### config.mk
export PLATFORM = sky130hd
export DESIGN_NAME = tm1638_refresh_sequencer
export DESIGN_NICKNAME = d
export VERILOG_FILES = /design/src/rtl/tm1638_refresh_sequencer.sv
export SDC_FILE = /design/constraint.sdc
export NUM_CORES = 1
export LEC_CHECK = 0
export CAP_MARGIN = 20
export CORE_UTILIZATION = 46
export DETAILED_ROUTE_END_ITERATION = 7
export PLACE_DENSITY = 0.76
export SKIP_CTS_REPAIR_TIMING = 1
export SLEW_MARGIN = 20
export SYNTH_ARGS = -nofsm -noshare
export SYNTH_HDL_FRONTEND = slang
export SYNTH_SLANG_ARGS = --single-unit
### constraint.sdc
create_clock -name clk -period 2.4 [get_ports clk]
set_clock_uncertainty 0.1 [all_clocks]
set_input_delay 0.24 -clock clk [delete_from_list [all_inputs] [get_ports clk]]
set_output_delay 0.24 -clock clk [all_outputs]
set_load 0.005 [all_outputs]
### src/rtl/tm1638_refresh_sequencer.sv
// tm1638_refresh_sequencer
// Autonomous frame sequencer for the TM1638 LED & KEY board. It drives the
// activate/busy handshake of the SPI controller and repeats a fixed frame:
// auto-increment command, four 4-byte display writes taken from a 16-byte
// LED snapshot, brightness command, then a 4-byte key-scan read whose
// result is published on keys/keys_valid.
//
// Ports
//   clk, reset       : system clock, synchronous active-high reset
//   leds[127:0]      : display memory, byte i at [8i+7:8i] is grid address i
//   brightness[2:0]  : pulse-width setting 0..7
//   display_on       : display enable bit
//   refresh_req      : cut the inter-frame delay short
//   keys[7:0]        : raw key state (1 = pressed), keys_valid pulses on update
//   frame_count[31:0]: completed frames, wraps
//   fault            : sticky, set when busy never answers an activate
//   busy             : SPI controller busy
//   activate, in_cs  : transaction request and chip-select request
//   out_data[39:0]   : bytes to send, byte k at [8k+7:8k] (byte 0 first)
//   out_count, in_count : bytes to send / read in this transaction
//   in_data[31:0]    : bytes read back, byte k at [8k+7:8k]
module tm1638_refresh_sequencer #(
  parameter int unsigned POWER_UP_CYCLES = 32'd2_000_000,
  parameter int unsigned FRAME_DELAY     = 32'd460_000,
  parameter int unsigned BUSY_TIMEOUT    = 32'd1024
) (
  input  logic         clk,
  input  logic         reset,
  input  logic [127:0] leds,
  input  logic [2:0]   brightness,
  input  logic         display_on,
  input  logic         refresh_req,
  output logic [7:0]   keys,
  output logic         keys_valid,
  output logic [31:0]  frame_count,
  output logic         fault,
  input  logic         busy,
  output logic         activate,
  output logic         in_cs,
  output logic [39:0]  out_data,
  output logic [2:0]   out_count,
  output logic [2:0]   in_count,
  input  logic [31:0]  in_data
);

  typedef enum logic [3:0] {
    S_POWER_UP = 4'd0,
    S_LATCH    = 4'd1,
    S_AUTO_INC = 4'd2,
    S_XMIT     = 4'd3,
    S_BRIGHT   = 4'd4,
    S_READ     = 4'd5,
    S_PUBLISH  = 4'd6,
    S_DELAY    = 4'd7,
    S_SEND     = 4'd8,
    S_AWAIT    = 4'd9
  } state_t;

  state_t        state_r, state_nxt_s;
  state_t        ret_r, ret_nxt_s;
  logic [31:0]   cnt_r, cnt_nxt_s;
  logic [1:0]    g_r, g_nxt_s;
  logic [127:0]  snap_leds_r, snap_leds_nxt_s;
  logic [2:0]    snap_bright_r, snap_bright_nxt_s;
  logic          snap_on_r, snap_on_nxt_s;
  // Command states stage their descriptor here; it only reaches the
  // outputs when S_SEND launches, so the outputs stay stable in between.
  logic [39:0]   stage_data_r, stage_data_nxt_s;
  logic [2:0]    stage_out_r, stage_out_nxt_s;
  logic [2:0]    stage_in_r, stage_in_nxt_s;
  logic          busy_seen_r, busy_seen_nxt_s;
  logic          activate_nxt_s, in_cs_nxt_s;
  logic [39:0]   out_data_nxt_s;
  logic [2:0]    out_count_nxt_s, in_count_nxt_s;
  logic [7:0]    keys_nxt_s;
  logic          keys_valid_nxt_s;
  logic [31:0]   frame_count_nxt_s;
  logic          fault_nxt_s;

  // Only the K-line bits 0 and 4 of each scan byte carry keys on this board.
  logic unused_in_data_s;
  assign unused_in_data_s = ^in_data;

  // Next-state and next-output computation for the whole sequencer.
  always_comb begin
    state_nxt_s       = state_r;
    ret_nxt_s         = ret_r;
    cnt_nxt_s         = cnt_r;
    g_nxt_s           = g_r;
    snap_leds_nxt_s   = snap_leds_r;
    snap_bright_nxt_s = snap_bright_r;
    snap_on_nxt_s     = snap_on_r;
    stage_data_nxt_s  = stage_data_r;
    stage_out_nxt_s   = stage_out_r;
    stage_in_nxt_s    = stage_in_r;
    busy_seen_nxt_s   = busy_seen_r;
    activate_nxt_s    = activate;
    in_cs_nxt_s       = in_cs;
    out_data_nxt_s    = out_data;
    out_count_nxt_s   = out_count;
    in_count_nxt_s    = in_count;
    keys_nxt_s        = keys;
    keys_valid_nxt_s  = 1'b0;
    frame_count_nxt_s = frame_count;
    fault_nxt_s       = fault;

    case (state_r)
      S_POWER_UP: begin
        if (cnt_r == 32'd0) begin
          state_nxt_s = S_LATCH;
        end else begin
          cnt_nxt_s = cnt_r - 32'd1;
        end
      end
      S_LATCH: begin
        snap_leds_nxt_s   = leds;
        snap_bright_nxt_s = brightness;
        snap_on_nxt_s     = display_on;
        g_nxt_s           = 2'd0;
        state_nxt_s       = S_AUTO_INC;
      end
      S_AUTO_INC: begin
        stage_data_nxt_s = {32'h0000_0000, 8'h40};
        stage_out_nxt_s  = 3'd1;
        stage_in_nxt_s   = 3'd0;
        ret_nxt_s        = S_XMIT;
        state_nxt_s      = S_SEND;
      end
      S_XMIT: begin
        // Address byte first, then the four snapshot bytes of group g.
        stage_data_nxt_s = {snap_leds_r[{g_r, 5'b00000} +: 32],
                            8'hC0 + {4'b0000, g_r, 2'b00}};
        stage_out_nxt_s  = 3'd5;
        stage_in_nxt_s   = 3'd0;
        state_nxt_s      = S_SEND;
        if (g_r == 2'd3) begin
          ret_nxt_s = S_BRIGHT;
        end else begin
          ret_nxt_s = S_XMIT;
          g_nxt_s   = g_r + 2'd1;
        end
      end
      S_BRIGHT: begin
        stage_data_nxt_s = {32'h0000_0000, 4'h8, snap_on_r, snap_bright_r};
        stage_out_nxt_s  = 3'd1;
        stage_in_nxt_s   = 3'd0;
        ret_nxt_s        = S_READ;
        state_nxt_s      = S_SEND;
      end
      S_READ: begin
        stage_data_nxt_s = {32'h0000_0000, 8'h42};
        stage_out_nxt_s  = 3'd1;
        stage_in_nxt_s   = 3'd4;
        ret_nxt_s        = S_PUBLISH;
        state_nxt_s      = S_SEND;
      end
      S_PUBLISH: begin
        // Bit 0 of scan byte i is key i, bit 4 is key 4+i.
        keys_nxt_s        = {in_data[28], in_data[20], in_data[12], in_data[4],
                             in_data[24], in_data[16], in_data[8],  in_data[0]};
        keys_valid_nxt_s  = 1'b1;
        frame_count_nxt_s = frame_count + 32'd1;
        cnt_nxt_s         = FRAME_DELAY;
        state_nxt_s       = S_DELAY;
      end
      S_DELAY: begin
        if ((cnt_r == 32'd0) || refresh_req) begin
          state_nxt_s = S_LATCH;
        end else begin
          cnt_nxt_s = cnt_r - 32'd1;
        end
      end
      S_SEND: begin
        if (busy) begin
          activate_nxt_s = 1'b0;
        end else begin
          out_data_nxt_s  = stage_data_r;
          out_count_nxt_s = stage_out_r;
          in_count_nxt_s  = stage_in_r;
          in_cs_nxt_s     = 1'b1;
          activate_nxt_s  = 1'b1;
          busy_seen_nxt_s = 1'b0;
          cnt_nxt_s       = BUSY_TIMEOUT - 32'd1;
          state_nxt_s     = S_AWAIT;
        end
      end
      S_AWAIT: begin
        if (!busy_seen_r) begin
          if (busy) begin
            busy_seen_nxt_s = 1'b1;
            activate_nxt_s  = 1'b0;
          end else if (cnt_r == 32'd0) begin
            // Controller never answered: give up and re-initialise the board.
            activate_nxt_s = 1'b0;
            in_cs_nxt_s    = 1'b0;
            fault_nxt_s    = 1'b1;
            cnt_nxt_s      = POWER_UP_CYCLES;
            state_nxt_s    = S_POWER_UP;
          end else begin
            cnt_nxt_s = cnt_r - 32'd1;
          end
        end else begin
          if (!busy) begin
            in_cs_nxt_s = 1'b0;
            state_nxt_s = ret_r;
          end else begin
            state_nxt_s = S_AWAIT;
          end
        end
      end
      default: begin
        activate_nxt_s = 1'b0;
        in_cs_nxt_s    = 1'b0;
        cnt_nxt_s      = POWER_UP_CYCLES;
        state_nxt_s    = S_POWER_UP;
      end
    endcase
  end

  // State, datapath and registered outputs, with synchronous reset.
  always_ff @(posedge clk) begin
    if (reset) begin
      state_r       <= S_POWER_UP;
      ret_r         <= S_LATCH;
      cnt_r         <= POWER_UP_CYCLES;
      g_r           <= 2'd0;
      snap_leds_r   <= 128'd0;
      snap_bright_r <= 3'd0;
      snap_on_r     <= 1'b0;
      stage_data_r  <= 40'd0;
      stage_out_r   <= 3'd0;
      stage_in_r    <= 3'd0;
      busy_seen_r   <= 1'b0;
      activate      <= 1'b0;
      in_cs         <= 1'b0;
      out_data      <= 40'd0;
      out_count     <= 3'd0;
      in_count      <= 3'd0;
      keys          <= 8'd0;
      keys_valid    <= 1'b0;
      frame_count   <= 32'd0;
      fault         <= 1'b0;
    end else begin
      state_r       <= state_nxt_s;
      ret_r         <= ret_nxt_s;
      cnt_r         <= cnt_nxt_s;
      g_r           <= g_nxt_s;
      snap_leds_r   <= snap_leds_nxt_s;
      snap_bright_r <= snap_bright_nxt_s;
      snap_on_r     <= snap_on_nxt_s;
      stage_data_r  <= stage_data_nxt_s;
      stage_out_r   <= stage_out_nxt_s;
      stage_in_r    <= stage_in_nxt_s;
      busy_seen_r   <= busy_seen_nxt_s;
      activate      <= activate_nxt_s;
      in_cs         <= in_cs_nxt_s;
      out_data      <= out_data_nxt_s;
      out_count     <= out_count_nxt_s;
      in_count      <= in_count_nxt_s;
      keys          <= keys_nxt_s;
      keys_valid    <= keys_valid_nxt_s;
      frame_count   <= frame_count_nxt_s;
      fault         <= fault_nxt_s;
    end
  end

endmodule

* Yosys cells after proc, flatten, opt, wreduce, memory -nomap -nowiden
Index checks and enable logic that the tools add are counted.
** Word-level totals
- Register bits after elaboration :: 311
- Input port bits :: 168
- Output and inout port bits :: 90
- Logic and storage cells :: 107
** Operators by class
- Add/subtract/negate cells :: 4
- Equality and inequality tests :: 21
- Shift operators :: 1
- Mux-type cells :: 36
- Bitwise logic cells :: 4
- Reduce and logical (&&, ||, !) cells :: 21
** Operators with widths (number)
- 32-bit 2-to-1 mux :: 6
- 32-bit one-hot mux with 6 select lines :: 1
- 40-bit one-hot mux with 4 select lines :: 1
- 128-bit by 8-bit variable part select with 32-bit output :: 1
- 32-bit by 1-bit adder with 32-bit output (second input constant) :: 1
- 32-bit zero test :: 1
- 32-bit by 1-bit subtractor with 32-bit output (second input constant) :: 1
- 4-bit 2-to-1 mux :: 7
- 4-bit one-hot mux with 7 select lines :: 1
- 4-bit by 3-bit == test with 1-bit output (second input constant) :: 4
- 2-bit inequality test (second input constant) :: 8
- 4-bit one-hot mux with 4 select lines :: 1
- 3-bit one-hot mux with 2 select lines :: 2
- 1-bit 2-to-1 mux :: 11
- 3-bit inequality test (second input constant) :: 3
- 7-bit by 5-bit adder with 8-bit output (first input constant) :: 1
- 4-bit by 2-bit == test with 1-bit output (second input constant) :: 2
- 4-bit == test (second input constant) :: 2
- 4-bit AND reduction :: 2
- 2-bit nonzero test :: 4
- 8-bit OR reduction :: 1
- 1-bit one-hot mux with 3 select lines :: 2
- 2-bit AND reduction :: 3
- 6-bit AND reduction :: 1
- other kinds (16) :: 20

* Logic depth before layout (Yosys ltp)
- Depth after elaboration :: 5
- Depth in mapped cells :: 10
- Gate-level depth less buffers :: 8

* Worst setup path after synthesis
No wires, ideal clock.
- Kind :: flip-flop to flip-flop
- Start :: register cnt_r[27]
- End :: register cnt_r[12]
- Library setup time :: 117 ps
- Arrival :: 2376 ps
- Required time :: 2183 ps
- Path slack :: -194 ps
- Stages on the path, launching flop included :: 8
- Path buffers :: 2
- Clock period less this slack :: 2594 ps
- Cell sequence :: dfxtp_1 -> or4_4 -> or4_4 -> or3_1 -> buf_2 -> and2_4 -> buf_6 -> a32o_1
** On the way
- Word-level cells in the longest chain between the ends :: 5
- Elaborated cells on any way between the ends :: 9
- Classes of those cells :: eq/ne (2); mux (4); reduce/logical (3)
** RTL lines
- start, declared :: RTL line 61 : logic [31:0] cnt_r, cnt_nxt_s;
- start signal, assigned :: RTL line 246 : cnt_r <= cnt_nxt_s;
- 32-bit zero test * :: RTL line 109, 167, 192
- 32-bit 2-to-1 mux :: RTL line 192 : end else if (cnt_r == 32'd0) begin
- 32-bit 2-to-1 mux :: RTL line 189 : if (busy) begin
- 32-bit 2-to-1 mux :: RTL line 188 : if (!busy_seen_r) begin
- 32-bit one-hot mux with 6 select lines :: RTL line 107 : case (state_r)
Mark *: on every way between the ends. The rest lies on a longest branch, timed or not. The select of a mux whose other input is x is not followed.
A chain may end at the register's enable or synchronous reset.

* Worst setup path in the final report
- Start :: register cnt_r[27]
- End :: register cnt_r[9]
The elaborated chain is that of the path after synthesis.

==> run summary <==
Starting Density: 0.474
Crit. End Element: flop
Failing checks: design-rule violations, negative setup slack
Vias per cell: 5.56
H-tree Lvls: 1
Layout net count: 1937
Worst-Skew Late Latency: 0.56 ns
Number of synthesized register bits: 300
I/O pin count: 258
Routed WL: 35600 µm
Clk sink count: 300
CTS Root Buffer Type: clkbuf_16
Max Fclk: 0.391 GHz
Max incr delay on CP: 0.57 ns
Number of max-cap violations: 0
DP HPWL: 23800 µm
Via count: 11800
Crit path time final: 2.56 ns
Num CTS Buffers: 30
Total track usage: 0.246
Cell Area, Synth: 12500 µm²
Max-slew violation count: 0
Initial antenna violation count: 1
Site Rows: 59
Core area: 26300 µm²
Placed cells: 2066
Largest net degree at the start of global routing: 241
Cell family with most CP delay: simple AND/OR/NAND/NOR gates
Top-area cell type share of the netlist area: 0.482
Top cells by area, synth: dfxtp_1, nand2_1, a21oi_1
Synth area leader: dfxtp_1
Peak fanout along the critical path: 6
Avg Cell Area, Syn: 8.21 µm²
Most frequent cells in the layout: nand2_1, dfxtp_1, a21oi_1
Worst path most repeated cell: or4_4
Main synth FF type: dfxtp_1
Die area: 27800 µm²
CTS max path bufs: 3
CP bufs+invs: 1
Vias in the first global route: 11100
Final core utilization: 0.639
Antenna Nets Post-Route: 0
Maximum vdd drop: 534 µV
Required @ worst endpoint: 2.71 ns
Power per cell area: 975 nW/µm²
Part of the cycle the worst path needs: 1.07
Status: finished, violations left
Warnings from Yosys: 0
Tightest Pin Transition: 1.15 ns
Final routed DRC violation total: 8
Number of flops mapped to enable cells by yosys: 0
Crit-path cells: or4_4 > or4_4 > buf_4 > nor3_4 > o211a_1 > nand3b_1 > o221ai_1
HP Class: in -> reg
RSZ-0062 raised after global routing: true
Final setup fails: 36
Drt pass-1 iters: 7
Relative slew slack: 0.233
Die span in y: 167 µm
Synthesized instance count: 1518
Critical Path AT: 2.87 ns
Hold Slack: 0.124 ns
First-pass GRT wire length: 56700 µm
Area grow syn2layout: 34.7%
Share of cells above drive strength 1: 0.123
Die span in x: 167 µm
Setup crit start kind: flop
Critical path class: reg -> reg
Async S/R FF share, synth: 0
Wirelength per Cell: 16.7 µm
Synth unique cells: 68
Port bufs: 228
Leakage: 5.92 nW
Final Hold Violating Endpoints: 0
Number of DRC markers in iteration 0: 949
Final GP Congestion: 0.933
Critical-path top delay cell: or4_4
Overflow after GRT: 0
CTS tree: built
Cell Count, Final, Fillers Out: 2126
Sequential element share of the synthesized area: 0.482
Register clock-pin slew on the reported worst setup and hold paths: 0.06 ns
Most common cell after layout, fill and taps aside: nand2_1
Setup slack after layout: -0.160 ns
## sequential cells by signal, summed over array words and instances, names as in the netlist, 3 cells and up
register	flops
keys	8
frame_count	32
state_r	4
ret_r	3
out_data	38
snap_leds_r	128
cnt_r	32
stage_data_r	38
snap_bright_r	3
## cells in the mapped netlist, types with 4 or more instances
cell / number
nor4_1: 10
nand4_1: 17
a22oi_1: 36
clkbuf_1: 97
and3_1: 5
buf_2: 4
nor2_1: 107
a21oi_1: 232
mux4_2: 32
nand2_1: 414
buf_4: 5
and4_1: 7
xnor2_1: 4
o32ai_1: 4
dfxtp_1: 300
a31oi_1: 12
or4_1: 4
o211ai_1: 7
nand2b_1: 4
inv_1: 20
nand3_1: 25
xor2_1: 19
o21ai_0: 38
or3_1: 18
nor3_1: 21
o31ai_1: 4
buf_1: 4
and2_1: 4
## worst paths after layout
kind	startpoint	end	slack [ns]	depth (start not counted)
setup / recovery	cnt_r[27]	cnt_r[9]	-0.16	7
hold / removal	leds[24]	snap_leds_r[24]	0.12	3
setup reg to reg	cnt_r[27]	cnt_r[9]	-0.16	7
hold reg to reg	stage_data_r[18]	out_data[18]	0.35	2
## power by group
part | internal (mW) | leakage (nW) | switching, mW
Combinational | 2.17 | 2.95 | 3.14
Sequential | 5.65 | 2.43 | 0.414
Clock | 3.00 | 0.533 | 1.99
## cell families after synthesis
| logic type | share of synthesized area |
|---|---|
| fa+ha+maj | 0.00301 |
| other cells | 0.000301 |
| xor+xnor | 0.0162 |
| buf+inv | 0.0423 |
| flops | 0.482 |
| simple gates | 0.230 |
| compound gates | 0.168 |
| mux | 0.0586 |
## cell type report
class / count / area [µm²]
Tap cell: 335 / 419
Antenna cell: 1 / 2.50
Sequential cell: 300 / 6010
Timing Repair Buffer: 323 / 3130
Fill cell: 2198 / 9500
Clock inverter: 14 / 184
Clock buffer: 42 / 886
Inverter: 21 / 78.8
Multi-Input combinational cell: 1090 / 6070
## metrics by stage
step	instance area (µm²)	total power, mW	setup TNS [ns]	setup slack, ns
after floorplan	12500	9.26	-1.54	-0.139
after global placement	15600	11.1	-2.23	-0.133
after detailed placement	15600	11.2	-3.11	-0.167
after CTS	16600	16.2	-3.60	-0.185
after global routing	16800	17.2	-6.06	-0.241
final	16800	16.4	-2.89	-0.160
## layer usage
| layer | share of wire | up-vias | global-route usage |
|---|---|---|---|
| met2 | 0.49 | 416 | 0.424 |
| met4 | 0.022 | 0 | 0.0680 |
| met3 | 0.060 | 60 | 0.0345 |
| met1 | 0.43 | 5610 | 0.323 |
| met5 | 0 | - | 0 |
| li1 | - | 5736 | - |
## worst register-to-register path: cells and delay by family (launching register included)
kind / cells / cell delay (ns)
compound gates: 2 / 0.35
buf+inv: 1 / 0.17
simple gates: 4 / 1.50
flops: 1 / 0.32
Note: power is estimated with default switching activity, not from simulation.
